### config.mk
export PLATFORM = sky130hd
export DESIGN_NAME = tone_div_selector_flat
export DESIGN_NICKNAME = d
export VERILOG_FILES = /design/src/rtl/tone_pkg.sv /design/src/rtl/tone_div_selector_if.sv /design/src/rtl/sync_edge_det.sv /design/src/rtl/tone_div_selector.sv /design/src/flat_wrapper.sv
export SDC_FILE = /design/constraint.sdc
export NUM_CORES = 1
export LEC_CHECK = 0
export CELL_PAD_IN_SITES_DETAIL_PLACEMENT = 1
export CELL_PAD_IN_SITES_GLOBAL_PLACEMENT = 2
export CORE_UTILIZATION = 38
export DETAILED_ROUTE_END_ITERATION = 10
export PLACE_DENSITY_LB_ADDON = 0.08
export SYNTH_ARGS = -nofsm -noshare
export SYNTH_HDL_FRONTEND = slang
export SYNTH_SLANG_ARGS = --single-unit
### constraint.sdc
create_clock -name inclk -period 4.05 [get_ports inclk]
set_clock_uncertainty 0.05 [all_clocks]
set_input_delay 0.81 -clock inclk [delete_from_list [all_inputs] [get_ports inclk]]
set_output_delay 0.81 -clock inclk [all_outputs]
set_load 0.02 [all_outputs]
### src/rtl/tone_pkg.sv
// Shared constants for the tone divider selector: note table, table size and FSM state type.
// Counts are half-period values for a 50 MHz clock, Do up to Do'.
package tone_pkg;

    localparam int unsigned NUM_NOTES   = 8;
    localparam int unsigned IDX_W       = 3;
    localparam logic [31:0] RESET_COUNT = 32'h0000_BAB9;

    typedef enum logic [1:0] {
        S_MANUAL = 2'd0,
        S_AUTO   = 2'd1,
        S_MUTE   = 2'd2
    } state_e;

    function automatic logic [31:0] note_count(input logic [IDX_W-1:0] idx);
        logic [31:0] cnt;
        case (idx)
            3'd0:    cnt = 32'h0000_BAB9;
            3'd1:    cnt = 32'h0000_A65D;
            3'd2:    cnt = 32'h0000_9430;
            3'd3:    cnt = 32'h0000_8BE8;
            3'd4:    cnt = 32'h0000_7CB8;
            3'd5:    cnt = 32'h0000_6EF9;
            3'd6:    cnt = 32'h0000_62F1;
            default: cnt = 32'h0000_5D5C;
        endcase
        return cnt;
    endfunction

endpackage

### src/rtl/tone_div_selector_if.sv
// Control inputs and divider outputs of the tone selector, bundled for the top-level port.
// The master side drives the raw buttons/levels; the slave side is the selector itself.
interface tone_div_selector_if;

    logic                         step_up;
    logic                         step_down;
    logic                         auto_en;
    logic                         mute;
    logic [31:0]                  div_clk_count;
    logic [tone_pkg::IDX_W-1:0]   note_idx;
    logic                         count_load;
    logic                         tone_en;

    modport master (
        output step_up,
        output step_down,
        output auto_en,
        output mute,
        input  div_clk_count,
        input  note_idx,
        input  count_load,
        input  tone_en
    );

    modport slave (
        input  step_up,
        input  step_down,
        input  auto_en,
        input  mute,
        output div_clk_count,
        output note_idx,
        output count_load,
        output tone_en
    );

endinterface

### src/rtl/sync_edge_det.sv
// Two-flop synchronizer followed by a history flop; rise_o pulses once per rising edge of d_i.
// level_o is the synchronized level, usable on its own for slow level controls.
module sync_edge_det (
    input  logic clk_i,
    input  logic rst_ni,
    input  logic d_i,
    output logic level_o,
    output logic rise_o
);

    logic [2:0] sync_q;

    always_ff @(posedge clk_i or negedge rst_ni) begin
        if (!rst_ni) begin
            sync_q <= 3'b000;
        end else begin
            sync_q <= {sync_q[1:0], d_i};
        end
    end

    assign level_o = sync_q[1];
    assign rise_o  = sync_q[1] & ~sync_q[2];

endmodule

### src/rtl/tone_div_selector.sv
// Selects the clock-divider half-period from a note table, stepped manually or auto-advanced,
// with a mute override. All outputs are registered.
module tone_div_selector #(
    parameter int unsigned NUM_NOTES   = tone_pkg::NUM_NOTES,
    parameter int unsigned AUTO_PERIOD = 50_000_000
) (
    input  logic                inclk,
    input  logic                Reset,
    tone_div_selector_if.slave  bus
);

    import tone_pkg::*;

    localparam logic [IDX_W-1:0] LastIdx   = IDX_W'(NUM_NOTES - 1);
    localparam logic [31:0]      DwellLast = 32'(AUTO_PERIOD - 1);

    logic up_rise;
    logic down_rise;
    logic up_lvl;
    logic down_lvl;
    logic auto_lvl;
    logic mute_lvl;
    logic unused_auto_rise;
    logic unused_mute_rise;
    logic unused_step_lvl;

    sync_edge_det u_sync_up (
        .clk_i   (inclk),
        .rst_ni  (Reset),
        .d_i     (bus.step_up),
        .level_o (up_lvl),
        .rise_o  (up_rise)
    );

    sync_edge_det u_sync_down (
        .clk_i   (inclk),
        .rst_ni  (Reset),
        .d_i     (bus.step_down),
        .level_o (down_lvl),
        .rise_o  (down_rise)
    );

    sync_edge_det u_sync_auto (
        .clk_i   (inclk),
        .rst_ni  (Reset),
        .d_i     (bus.auto_en),
        .level_o (auto_lvl),
        .rise_o  (unused_auto_rise)
    );

    sync_edge_det u_sync_mute (
        .clk_i   (inclk),
        .rst_ni  (Reset),
        .d_i     (bus.mute),
        .level_o (mute_lvl),
        .rise_o  (unused_mute_rise)
    );

    assign unused_step_lvl = up_lvl ^ down_lvl;

    state_e             state_q;
    logic [IDX_W-1:0]   idx_q;
    logic [31:0]        count_q;
    logic               count_load_q;
    logic               tone_en_q;
    logic [31:0]        dwell_q;

    logic [IDX_W-1:0]   idx_inc;
    logic [IDX_W-1:0]   idx_dec;
    logic [IDX_W-1:0]   idx_step;

    assign idx_inc  = (idx_q == LastIdx) ? '0 : idx_q + 1'b1;
    assign idx_dec  = (idx_q == '0) ? LastIdx : idx_q - 1'b1;
    assign idx_step = up_rise ? idx_inc : idx_dec;

    always_ff @(posedge inclk or negedge Reset) begin
        if (!Reset) begin
            state_q      <= S_MANUAL;
            idx_q        <= '0;
            count_q      <= RESET_COUNT;
            count_load_q <= 1'b0;
            tone_en_q    <= 1'b1;
            dwell_q      <= 32'd0;
        end else begin
            count_load_q <= 1'b0;
            if (mute_lvl) begin
                // Mute overrides everything; index and count are frozen.
                state_q   <= S_MUTE;
                tone_en_q <= 1'b0;
            end else begin
                case (state_q)
                    S_MUTE: begin
                        state_q      <= auto_lvl ? S_AUTO : S_MANUAL;
                        tone_en_q    <= 1'b1;
                        count_load_q <= 1'b1;
                        dwell_q      <= 32'd0;
                    end
                    S_MANUAL: begin
                        if (auto_lvl) begin
                            state_q <= S_AUTO;
                            dwell_q <= 32'd0;
                        end else if (up_rise ^ down_rise) begin
                            idx_q        <= idx_step;
                            count_q      <= note_count(idx_step);
                            count_load_q <= 1'b1;
                        end
                    end
                    S_AUTO: begin
                        if (!auto_lvl) begin
                            state_q <= S_MANUAL;
                        end else if (dwell_q == DwellLast) begin
                            dwell_q      <= 32'd0;
                            idx_q        <= idx_inc;
                            count_q      <= note_count(idx_inc);
                            count_load_q <= 1'b1;
                        end else begin
                            dwell_q <= dwell_q + 32'd1;
                        end
                    end
                    default: begin
                        state_q <= S_MANUAL;
                    end
                endcase
            end
        end
    end

    assign bus.div_clk_count = count_q;
    assign bus.note_idx      = idx_q;
    assign bus.count_load    = count_load_q;
    assign bus.tone_en       = tone_en_q;

endmodule

### src/flat_wrapper.sv
// flat-port wrapper written by rule: the top's interface ports become plain ports
module tone_div_selector_flat import tone_pkg::*;
#(
    parameter int unsigned NUM_NOTES   = tone_pkg::NUM_NOTES,
    parameter int unsigned AUTO_PERIOD = 50_000_000
)
  (inclk, Reset, bus_step_up, bus_step_down, bus_auto_en, bus_mute, bus_div_clk_count, bus_note_idx, bus_count_load, bus_tone_en);
  tone_div_selector_if bus_i ();
  input  logic inclk;
  input  logic Reset;
  input wire logic [$bits(bus_i.step_up)-1:0] bus_step_up;
  input wire logic [$bits(bus_i.step_down)-1:0] bus_step_down;
  input wire logic [$bits(bus_i.auto_en)-1:0] bus_auto_en;
  input wire logic [$bits(bus_i.mute)-1:0] bus_mute;
  output wire logic [$bits(bus_i.div_clk_count)-1:0] bus_div_clk_count;
  output wire logic [$bits(bus_i.note_idx)-1:0] bus_note_idx;
  output wire logic [$bits(bus_i.count_load)-1:0] bus_count_load;
  output wire logic [$bits(bus_i.tone_en)-1:0] bus_tone_en;
  assign bus_i.step_up = bus_step_up;
  assign bus_i.step_down = bus_step_down;
  assign bus_i.auto_en = bus_auto_en;
  assign bus_i.mute = bus_mute;
  assign bus_div_clk_count = bus_i.div_clk_count;
  assign bus_note_idx = bus_i.note_idx;
  assign bus_count_load = bus_i.count_load;
  assign bus_tone_en = bus_i.tone_en;
  tone_div_selector #(.NUM_NOTES(NUM_NOTES), .AUTO_PERIOD(AUTO_PERIOD)) u_core (.inclk(inclk), .Reset(Reset), .bus(bus_i));
endmodule
* Word-level counts from Yosys, hierarchy flattened
Cells that the tools add are included.
Cells by class: $add $sub $neg 3, equality and inequality tests 23, multiplexer cells 32, bitwise gates (word level) 6, reductions and logical operators 10
Operators by type and width (number):
- $mux 32 | 7
- $pmux 16 s7 | 2
- $pmux 32 s3 | 1
- $pmux 32 s2 | 1
- $add 32x1->32 const B | 1
- $eq 32x26->1 const B | 1
- $eq 3x3->1 const B | 7
- $mux 3 | 7
- $eq 3x2->1 const B | 4
- $logic_not 3->1 | 3
- $mux 1 | 8
- $eq 3x1->1 const B | 2
- $mux 2 | 3
- $ne 2x2->1 const B | 3
- $ne 3x3->1 const B | 2
- $pmux 2 s3 | 1
- $pmux 3 s2 | 1
- $reduce_and 6->1 | 1
- $ne 2x1->1 const B | 2
- $reduce_and 4->1 | 1
- $reduce_bool 2->1 | 2
- $add 3x1->3 const B | 1
- $not 1->1 | 3
- $pmux 1 s3 | 1
- other kinds (8) | 9
Word-level totals: bits in registers 81, bits of input ports 6, output and inout port bits 37, logic and storage cells 84

* Depth between registers and ports, before layout
Gate-level depths: netlist (run 1).
word-level depth 8, depth in mapped cells 9, depth with buffers taken out 8

* Hierarchy
From an unflattened synthesis (run 1), not the netlist that was laid out.
Unflattened totals: cell total of the unflattened synthesis 383, area total of the unflattened synthesis 3784.9 um^2
Modules (own cells, without submodules):
- tone_div_selector | instances 1, cells an instance 367, area each 3429.5 um^2, seq. area each 1365.1 um^2
- sync_edge_det | instances 4, cells an instance 4, area each 88.8 um^2, seq. area each 75.1 um^2

* Worst setup path after synthesis (run 1)
No wires, ideal clock.
path kind register -> register, start point reg u_core.idx_q[0] (netlist: u_core.bus.note_idx[0]), end point reg u_core.count_q[0] (netlist: u_core.bus.div_clk_count[0]), setup time 0.082 ns, data arrival time 2.258 ns, data required time 3.918 ns, path slack 1.660 ns, cell stages (with the launch flop) 9, buffers on the path 0, clock period less this slack 2.390 ns, path through dfrtp_1 > inv_1 > ha_1 > and2_1 > o31a_1 > or3_4 > xnor2_1 > o21ai_0 > mux2_2
On the way: longest elaborated chain between the ends 8, elaborated cells on any way between the ends 28, classes of those cells add/sub (2); eq/ne (13); mux (10); reduce/logical (3)
Ends and longest elaborated chain:
- from (decl) | RTL line tone_div_selector.sv:62 | logic [IDX_W-1:0] idx_q;
- from (signal assigned) | RTL line tone_div_selector.sv:103 | idx_q <= idx_step;
- from (signal assigned) | RTL line tone_div_selector.sv:113 | idx_q <= idx_inc;
- $sub 3x1->3 (tied with other cells) | RTL line tone_div_selector.sv:73 | assign idx_dec = (idx_q == '0) ? LastIdx : idx_q - 1'b1;
- $mux 3 (on tied branches) | RTL line tone_div_selector.sv:73, tone_div_selector.sv:72
- $mux 3 | RTL line tone_div_selector.sv:74 | assign idx_step = up_rise ? idx_inc : idx_dec;
- $eq 3x3->1 (tied with other cells) | RTL line tone_pkg.sv:17 | case (idx)
- $pmux 16 s7 | RTL line tone_pkg.sv:17
- $mux 32 | RTL line tone_div_selector.sv:102 | end else if (up_rise ^ down_rise) begin
- $mux 32 | RTL line tone_div_selector.sv:99 | if (auto_lvl) begin
- $pmux 32 s2 * | RTL line tone_div_selector.sv:91 | case (state_q)
- to (signal assigned) | RTL line tone_div_selector.sv:104 | count_q <= note_count(idx_step);
- to (signal assigned) | RTL line tone_div_selector.sv:114 | count_q <= note_count(idx_inc);
- to (decl) | RTL line tone_div_selector.sv:63 | logic [31:0] count_q;
Mark *: on every way between the ends. The rest lies on a longest branch, timed or not. The select of a mux whose other input is x is not followed. A chain may end at the register's enable or synchronous reset.

* Final worst setup path (run 1)
start point reg u_core.state_q[1], end point reg u_core.count_q[5] (netlist: u_core.bus.div_clk_count[5])
On the way: longest elaborated chain between the ends 3, elaborated cells on any way between the ends 9, classes of those cells eq/ne (5); mux (1); reduce/logical (3)
Ends and longest elaborated chain:
- from (decl) | RTL line tone_div_selector.sv:61 | state_e state_q;
- from (signal assigned) | RTL line tone_div_selector.sv:93 | state_q <= auto_lvl ? S_AUTO : S_MANUAL;
- $eq 2x1->1 / $logic_not 2->1 (equally long branches) | RTL line tone_div_selector.sv:91
- $ne 2x1->1 (no line) (tied with other cells)
- $reduce_and 6->1 (no line)
Parallel ways exist; a longest one is shown, timed or not.

==> results of run 1 <==
[placed cells by master (no fill, tap or decap), types with 2 or more instances in the layout]
master           count
a21o_1               4
clkbuf_8            10
inv_1                8
xor2_1              20
mux2i_1              2
and4_1               5
nor4_1               5
a31oi_1              7
nor2b_1              3
nand3_1             18
and2_1               4
a22o_1               2
conb_1              17
o31a_1               3
nand4_1              5
ha_1                10
and3_1               7
clkinvlp_4           2
nor2_1              44
dfstp_2             11
a311oi_1             2
nor4_4               3
nor3_2               2
dfrtp_1             53
nor3b_1              2
a21oi_1             18
nand2b_1            12
o21ai_0             13
nand2_1             37
xnor2_1             11
o31ai_1              2
clkdlybuf4s50_1     24
buf_4                3
nor3_1               5
[sequential cells by signal, summed over array words and instances (netlist names)]
signal and cells:
u_core.bus.note_idx 3, u_core.dwell_q 32, u_core.state_q 2, u_core.u_sync_auto.sync_q 2, u_core.bus.count_load 1, u_core.u_sync_down.sync_q 3, u_core.u_sync_up.sync_q 3, u_core.u_sync_mute.sync_q 2
u_core.bus.tone_en 1, u_core.bus.div_clk_count 15
[cells by family (layout without fill, tap and decap cells)]
kind of cell             after synthesis  in the layout  synth area share
buffers and inverters                 39             52            0.0659
XOR/XNOR                              31             31            0.0769
flip-flops                            64             64             0.458
adder cells (fa/ha/maj)               10             10            0.0354
multiplexers                           3              3           0.00886
AND/OR/NAND/NOR                      159            159             0.242
other                                  1             17           0.00106
AO/OA/AOI/OAI                         60             60             0.112
[metal layers]
layer / up-vias / track usage
li1: 1283 / -
met1: 1330 / 0.265
met2: 39 / 0.311
met3: 9 / 0.0322
met4: 0 / 0.0769
met5: - / 0
[worst register-to-register path, stage by stage, from the launching register on]
cell	delay [ns]
dfrtp_1	0.46
nand2b_1	0.53
nor2_1	0.17
a22oi_2	0.77
buf_4	0.34
a31oi_1	0.06
a22o_1	0.24
[power by group through the flow]
stage	sequential, W	combinational, W	clock [W]
6_report	0.000851	0.000960	0.000583
5_1_grt	0.000870	0.00106	0.000623
4_1_cts	0.000857	0.000964	0.000601
3_5_place_dp	0.000868	0.000961	0
3_3_place_gp	0.000863	0.000953	0
2_1_floorplan	0.000961	0.000527	0
[worst max path at each step]
| stage | from | endpoint | slack, ns |
|---|---|---|---|
| 6_report | u_core.state_q[1] | u_core.bus.div_clk_count[5] | 1.38 |
| 5_1_grt | u_core.state_q[1] | u_core.bus.div_clk_count[5] | 1.11 |
| 4_1_cts | u_core.state_q[1] | u_core.bus.div_clk_count[5] | 1.36 |
| 3_3_place_gp | u_core.state_q[1] | u_core.bus.div_clk_count[5] | 1.41 |
| 2_1_floorplan | u_core.bus.note_idx[0] | u_core.bus.div_clk_count[0] | 1.66 |
| 3_5_place_dp | u_core.state_q[1] | u_core.bus.div_clk_count[5] | 1.38 |
[metrics by stage]
step	worst slack [ns]	power, W	std cells	hold WS (ns)	cell area (µm²)
2_1_floorplan	1.66	0.00149	383	0.281	3590
3_3_place_gp	1.41	0.00182	488	0.282	3790
3_5_place_dp	1.38	0.00183	488	0.287	3790
4_1_cts	1.36	0.00242	504	0.311	4000
5_1_grt	1.11	0.00255	504	0.324	4000
6_report	1.38	0.00239	504	0.307	4000
[final cells by class]
type | instances | area, µm²
fillers | 1024 | 4850
inverters | 8 | 30.0
flip-flops and latches | 64 | 1620
well taps | 108 | 135
repair buffers | 28 | 268
multi-input cells | 280 | 1740
clock buffers | 10 | 138
clock inverters | 6 | 67.6
==> impl_metrics.json, run 1 <==
{
  "violations": "DRC",
  "status": "finished, violations left",
  "cts_max_path_buffers": 2,
  "path_depth": 6,
  "gp_congestion": 0.745,
  "reg2reg_depth": 6,
  "reg2reg_slack_ns": 1.38,
  "worst_slew_pin_slew_ns": 0.883,
  "cts_tree": "done",
  "p_switching_w": 0.000923,
  "io-pin-count": 43,
  "met1_length_um": 4120,
  "place_hpwl_um": 5850,
  "power.share.combinational": 0.401,
  "routed_via_density": 5.28,
  "die_h_um": 98.4,
  "fmax_mhz": 374,
  "final-hold-violation-count": 0,
  "cpPeakStageDelay_ns": 0.77,
  "antenna_found_initial": 0,
  "dominantRegCellSynth": "dfrtp_1",
  "drtPass1Iterations": 9,
  "whs_endpoint": "u_core.u_sync_mute.sync_q[1]",
  "cap_violations": 0,
  "crit_family": "compound AO/OA/AOI/OAI gates",
  "netlist_area_um2": 3530,
  "yosysWarnings": 0,
  "io_buffers": 25,
  "slew_headroom": 0.411,
  "topRoutingLayerUsed": "met4",
  "root_buffer": "clkbuf_8",
  "setup_violations": 0,
  "core-area_um2": 8850,
  "slowest_stage": "a22oi_2",
  "layout.nets": 407,
  "whs_path_depth": 0,
  "antenna_left": 0,
  "critPathMaxFanout": 19,
  "ir_drop_v": 0.000285,
  "start_util": 0.399,
  "arrival_ns": 2.91,
  "synth_seq_cells": 64,
  "numCtsBuffers": 9,
  "post-route-util": 0.451,
  "avgRoutedWirePerCell_um": 16.7,
  "wl_um": 8410,
  "clock_latency_ns": 0.35,
  "tns_ns": 0,
  "die_area_um2": 9680,
  "critPathCaptureType": "flop",
  "grt_max_degree": 35,
  "syn_inst": 367,
  "layout-drive-gt1-share": 0.109,
  "p_sw_frac": 0.385,
  "area_growth_pct": 13.2,
  "synth.distinct_cells": 51,
  "die_w_um": 98.4,
  "cp_cell_sequence": "nand2b_1, nor2_1, a22oi_2, buf_4, a31oi_1, a22o_1",
  "synthArstFlopShare": 1.00,
  "hp-class": "flop to flop",
  "startpoint_type": "flop",
  "placementRows": 34,
  "synth_top_cell_by_area": "dfrtp_1",
  "grt_pass1_vias": 2885,
  "worstPathRequired_ns": 4.28,
  "synth.most_common_cell": "dfrtp_1",
  "drtIter0Drc": 89,
  "grt_pass1_wl_um": 14700,
  "fin_crit_ns": 2.67,
  "pwr-share-clk": 0.243,
  "htreeDepth": 3,
  "dr_total_vias": 2661,
  "met3WireLength_um": 185,
  "cts_hold_buf": 0,
  "cts.sinks": 64,
  "maxSlewViolCount": 0,
  "internal_power_w": 0.00147,
  "synth_edf_count": 0,
  "ys_top_cells_by_area": "dfrtp_1 (38%), dfstp_2 (8.2%), xor2_1 (5.0%)",
  "antennaDiodeCount": 0,
  "synth_top_area_frac": 0.376,
  "grt_use_total": 0.195,
  "drc": 7,
  "synth_commonest_cells": "dfrtp_1 (53), nor2_1 (44), nand2_1 (37), xor2_1 (20)",
  "r2r-start": "u_core.state_q[1]",
  "clk_pin_slew_ns": 0.08,
  "post_cts_buffers": 0,
  "criticalPathCategory": "flop to flop",
  "period_share": 0.660,
  "p_per_area_nw_per_um2": 599,
  "wl_met2_um": 3970,
  "leakage_nw": 1.78,
  "cp_num_buf_inv": 1,
  "rsz0062_at_grt": "no",
  "ys_seq_area_frac": 0.458,
  "holdCritStartpoint": "u_core.u_sync_mute.sync_q[0]",
  "grt-ovfl-total": 0,
  "r2r_end": "u_core.bus.div_clk_count[5]",
  "synth_area_per_cell_um2": 9.62,
  "seqPwrFrac": 0.356,
  "cts_resized": 0
}
No activity file was read; power rests on OpenSTA's default activity.
==> run 2: changes to the inputs <==
- CORE_UTILIZATION: 38 -> 35
- clock period: 4.05 -> 2.5 ns (I/O delays scaled with it)
==> run 2 against run 1 <==
Net effect:
- the run now ends clean
- register-to-register slack worse by 1.2 ns
- critical path depth is 2 higher
- via count is 1.9% higher
- global-route usage is 1.6 points lower
- hold slack worse by 0.24 ns
- power is 67% higher
- routed wire length is 1.1% higher
- die area is 8.4% higher
- first-iteration DRC count is 26% lower
==> impl_metrics.json, run 2 (same netlist as run 1, synthesis figures left out) <==
{
  "status": "finished, final reports clean",
  "topRoutingLayerUsed": "met4",
  "r2r-start": "u_core.bus.note_idx[0]",
  "top_register": "u_core.dwell_q",
  "die_w_um": 102,
  "largest_reg_flops": 32,
  "p_switching_w": 0.00151,
  "power.share.combinational": 0.423,
  "antenna_left": 0,
  "grt-ovfl-total": 0,
  "gp_congestion": 0.758,
  "layout-drive-gt1-share": 0.143,
  "die_area_um2": 10500,
  "met3WireLength_um": 282,
  "htreeDepth": 3,
  "finalPower_w": 0.00399,
  "period_share": 0.921,
  "layout.nets": 424,
  "maxSlewViolCount": 0,
  "rsz0062_at_grt": "no",
  "arrival_ns": 2.53,
  "die_h_um": 102,
  "met1_length_um": 4240,
  "final_cell_mix": "dfrtp_1 (53), nor2_1 (44), nand2_1 (37), clkdlybuf4s50_1 (24), xor2_1 (20)",
  "fmax_mhz": 434,
  "criticalPathCategory": "flop to flop",
  "io_buffers": 25,
  "cts_max_path_buffers": 2,
  "fin_crit_ns": 2.30,
  "drtIter0Drc": 66,
  "drtPass1Iterations": 4,
  "wl_um": 8500,
  "antennaDiodeCount": 0,
  "reg2reg_slack_ns": 0.20,
  "worstPathRequired_ns": 2.73,
  "setup_violations": 0,
  "antenna_found_initial": 0,
  "startpoint_type": "flop",
  "worst_slew_pin_slew_ns": 1.02,
  "r2r_end": "u_core.bus.div_clk_count[0]",
  "ir_drop_v": 0.000387,
  "final-hold-violation-count": 0,
  "hp-class": "input port to async pin",
  "grt_pass1_vias": 2731,
  "critPathCaptureType": "flop",
  "layout_commonest_cell": "dfrtp_1",
  "final_area_um2": 4180,
  "placedInstanceArea_um2": 3970,
  "cts.sinks": 64,
  "slew_headroom": 0.317,
  "tns_ns": 0,
  "seqPwrFrac": 0.341,
  "cts_hold_buf": 0,
  "clock_latency_ns": 0.36,
  "cap_violations": 0,
  "leakage_nw": 1.87,
  "critPathMaxFanout": 4,
  "area_growth_pct": 18.4,
  "start_util": 0.361,
  "routed_via_density": 4.97,
  "dr_total_vias": 2711,
  "reg2reg_depth": 8,
  "clk_pin_slew_ns": 0.09,
  "avgRoutedWirePerCell_um": 15.6,
  "grt_use_total": 0.178,
  "hold_ws_ns": 0.0700,
  "internal_power_w": 0.00248,
  "p_sw_frac": 0.379,
  "root_buffer": "clkbuf_8",
  "cts_tree": "done",
  "pwr-share-clk": 0.236,
  "core-area_um2": 9770,
  "place_hpwl_um": 5830,
  "numCtsBuffers": 9,
  "io-pin-count": 43,
  "drc": 0,
  "p_per_area_nw_per_um2": 954,
  "wl_met2_um": 3810,
  "grt_pass1_wl_um": 14000,
  "grt_max_degree": 65,
  "placementRows": 36
}
[run 2: cell types whose count changed in the layout (fill, tap and decap cells not counted)]
cell,delta
buf_4,+14
buf_12,+2
a22oi_1,+1
[run 2: critical path, stage by stage (launching register included)]
cell,delay (ns)
dfrtp_1,0.41
ha_1,0.21
ha_1,0.32
nand3b_1,0.12
o31a_1,0.15
or3_4,0.43
xnor2_1,0.17
o21ai_0,0.10
mux2_2,0.27
[run 2: per-stage QoR]
step	std cells	util	worst slack (ns)
3_3_place_gp	529	0.406	0.182
2_1_floorplan	383	-	0.110
6_report	546	0.428	0.197
3_5_place_dp	529	0.406	0.161
4_1_cts	545	0.427	0.145
5_1_grt	546	0.428	0.0426
[run 2: worst max path at each step]
stage,startpoint,to,slack [ns],cells past startpoint
finish,u_core.bus.note_idx[0],u_core.bus.div_clk_count[0],0.20,8
detailed placement,u_core.dwell_q[0],u_core.bus.div_clk_count[5],0.16,7
global placement,u_core.dwell_q[0],u_core.bus.div_clk_count[5],0.18,7
CTS,u_core.dwell_q[0],u_core.bus.div_clk_count[5],0.14,7
global route,u_core.dwell_q[4],u_core.dwell_q[21],0.04,7
floorplan,u_core.bus.note_idx[0],u_core.bus.div_clk_count[0],0.11,8
[run 2: final cells by class]
cell class / count / area (µm²)
timing repair buffer: 44 / 413
multi-input combinational: 281 / 1750
inverter: 8 / 30.0
fill: 1151 / 5600
tap: 133 / 166
clock inverter: 6 / 67.6
clock buffer: 10 / 138
sequential: 64 / 1620
[run 2: metal layers]
metal | track usage | up-vias
met1 | 0.248 | 1332
li1 | - | 1318
met5 | 0 | -
met3 | 0.0383 | 12
met4 | 0.0824 | 0
met2 | 0.265 | 49
[run 2: power groups by stage]
stage	registers, W	logic [W]	clock network (W)
floorplan	0.00156	0.000853	0
global placement	0.00138	0.00169	0
detailed placement	0.00139	0.00170	0
global route	0.00139	0.00188	0.00102
CTS	0.00137	0.00170	0.000972
finish	0.00136	0.00168	0.000941
[run 2: what timing repair did]
action,CTS,global route
endpoints found under the hold margin,0,0
buffers inserted,0,0
endpoints found under the setup margin,0,6
gates resized for setup,0,0
==> run 3: changes to the inputs <==
==> constraint.sdc (replaced) <==
create_clock -name inclk -period 2.5 [get_ports inclk]
set_clock_uncertainty 0.05 [all_clocks]
set_input_delay 0.75 -clock inclk [delete_from_list [all_inputs] [get_ports inclk]]
set_output_delay 0.75 -clock inclk [all_outputs]
set_load 0.02 [all_outputs]
==> run 3 against run 2 <==
Net effect:
- sequential share of layout area did not move
- final cell count is 0.18% higher
- global-route usage rose by 0.59 points
- sequential cell count unchanged
- first-iteration DRC count shrank 7.6%
- setup slack got worse by 0.010 ns
- design area stayed put
- critical path type unchanged
- highest routed layer unchanged
==> impl_metrics.json, run 3 (same netlist as run 1, synthesis figures left out) <==
{
  "status": "finished, final reports clean",
  "whs_endpoint": "u_core.u_sync_auto.sync_q[1]",
  "cts_resized": 0,
  "grt_pass1_wl_um": 14600,
  "whs_path_depth": 0,
  "hold_ws_ns": 0.303,
  "gp_congestion": 0.735,
  "multi_input_comb_area_um2": 1740,
  "reg2reg_slack_ns": 0.19,
  "grt_max_degree": 65,
  "place_hpwl_um": 5940,
  "drtIter0Drc": 61,
  "crit_top_cell": "ha_1",
  "cap_violations": 0,
  "post_cts_buffers": 0,
  "antenna_found_initial": 0,
  "place_inst": 531,
  "top_register": "u_core.dwell_q",
  "ir_drop_v": 0.000309,
  "htreeDepth": 3,
  "antennaDiodeCount": 0,
  "setup_violations": 0,
  "wl_um": 8500,
  "final_cell_mix": "dfrtp_1 (53), nor2_1 (44), nand2_1 (37), clkdlybuf4s50_1 (24), xor2_1 (20)",
  "grt_pass1_vias": 2759,
  "clock_latency_ns": 0.36,
  "avgRoutedWirePerCell_um": 15.5,
  "root_buffer": "clkbuf_8",
  "grt-ovfl-total": 0,
  "reg2reg_depth": 8,
  "period_share": 0.925,
  "r2r-start": "u_core.bus.note_idx[0]",
  "cpPeakStageDelay_ns": 0.42,
  "layout-drive-gt1-share": 0.145,
  "layout_commonest_cell": "dfrtp_1",
  "cts_hold_buf": 0,
  "maxSlewViolCount": 0,
  "crit_family": "simple AND/OR/NAND/NOR gates",
  "fmax_mhz": 432,
  "slowest_stage": "or3_4",
  "drc": 0,
  "drtPass1Iterations": 4,
  "grt_use_total": 0.184,
  "worstPathRequired_ns": 2.73,
  "worst_slew_pin_slew_ns": 1.01,
  "area_growth_pct": 18.4,
  "nFillCells": 1151,
  "post-route-util": 0.428,
  "p_per_area_nw_per_um2": 948,
  "seqCellArea_um2": 1620,
  "die_w_um": 102,
  "cp_num_buf_inv": 0,
  "cts_tree": "done",
  "die_h_um": 102,
  "placementRows": 36,
  "largest_reg_flops": 32,
  "tns_ns": 0,
  "critPathMaxFanout": 4,
  "clk_pin_slew_ns": 0.09,
  "r2r_end": "u_core.bus.div_clk_count[0]",
  "slew_headroom": 0.328,
  "hp-class": "flop to flop",
  "fin_crit_ns": 2.31,
  "fin_cells": 547,
  "io-pin-count": 43,
  "routed_via_density": 4.89,
  "io_buffers": 25,
  "leakage_nw": 1.88,
  "layout.nets": 425,
  "antenna_left": 0,
  "die_area_um2": 10500,
  "criticalPathCategory": "flop to flop",
  "cts_max_path_buffers": 2,
  "cp_cell_sequence": "ha_1, ha_1, nand3b_1, o31a_1, or3_4, xnor2_1, o21ai_0, mux2_2",
  "core-area_um2": 9770,
  "start_util": 0.361,
  "rsz0062_at_grt": "no",
  "startpoint_type": "flop",
  "cts.sinks": 64,
  "final-hold-violation-count": 0,
  "arrival_ns": 2.55,
  "dr_total_vias": 2676,
  "numCtsBuffers": 9,
  "holdCritStartpoint": "u_core.u_sync_auto.sync_q[0]",
  "critPathCaptureType": "flop"
}
## run 3: changes by cell type in the layout (fill, tap and decap cells not counted)
cell	before	now
a22oi_1	1	0
inv_6	1	0
buf_4	17	19
clkbuf_1	0	1
clkinv_2	1	2
clkinvlp_4	2	1
## run 3: worst max-delay path by stage
stage / start / endpoint / slack [ns] / cells past startpoint
2_1_floorplan: u_core.bus.note_idx[0] / u_core.bus.div_clk_count[0] / 0.11 / 8
3_3_place_gp: u_core.bus.note_idx[0] / u_core.bus.div_clk_count[0] / 0.19 / 8
3_5_place_dp: u_core.dwell_q[5] / u_core.bus.div_clk_count[5] / 0.17 / 7
4_1_cts: u_core.bus.note_idx[2] / bus_note_idx[2] / 0.14 / 1
5_1_grt: u_core.dwell_q[20] / u_core.bus.div_clk_count[11] / 0.02 / 7
6_report: u_core.bus.note_idx[0] / u_core.bus.div_clk_count[0] / 0.19 / 8
## run 3: cell type report
type | instances | area share
Clock buffer | 11 | 0.0338
Clock inverter | 5 | 0.0135
Inverter | 8 | 0.00719
Multi-Input combinational cell | 280 | 0.417
Sequential cell | 64 | 0.387
Tap cell | 133 | 0.0398
Timing Repair Buffer | 46 | 0.102
## run 3: layer usage
metal  routed length [µm]  vias to the layer above  part of all wire  GRT usage
li1                     -                     1319                 -          -
met3                  228                       13             0.027     0.0424
met4                  138                        0             0.016     0.0725
met1                 4330                     1301              0.51      0.261
met5                    0                        -                 0          0
met2                 3800                       43              0.45      0.272
## run 3: power by group
part           total (W)  internal, W  switching [W]
registers        0.00136      0.00125       0.000111
clock network   0.000924     0.000486       0.000437
logic            0.00168     0.000740       0.000940
## run 3: through the flow
step                setup slack, ns  instance area (µm²)  total power [W]
floorplan                     0.110                 3590          0.00241
global placement              0.193                 3980          0.00307
detailed placement            0.173                 3980          0.00308
CTS                           0.141                 4180          0.00403
global route                 0.0193                 4180          0.00426
finish                        0.187                 4180          0.00396
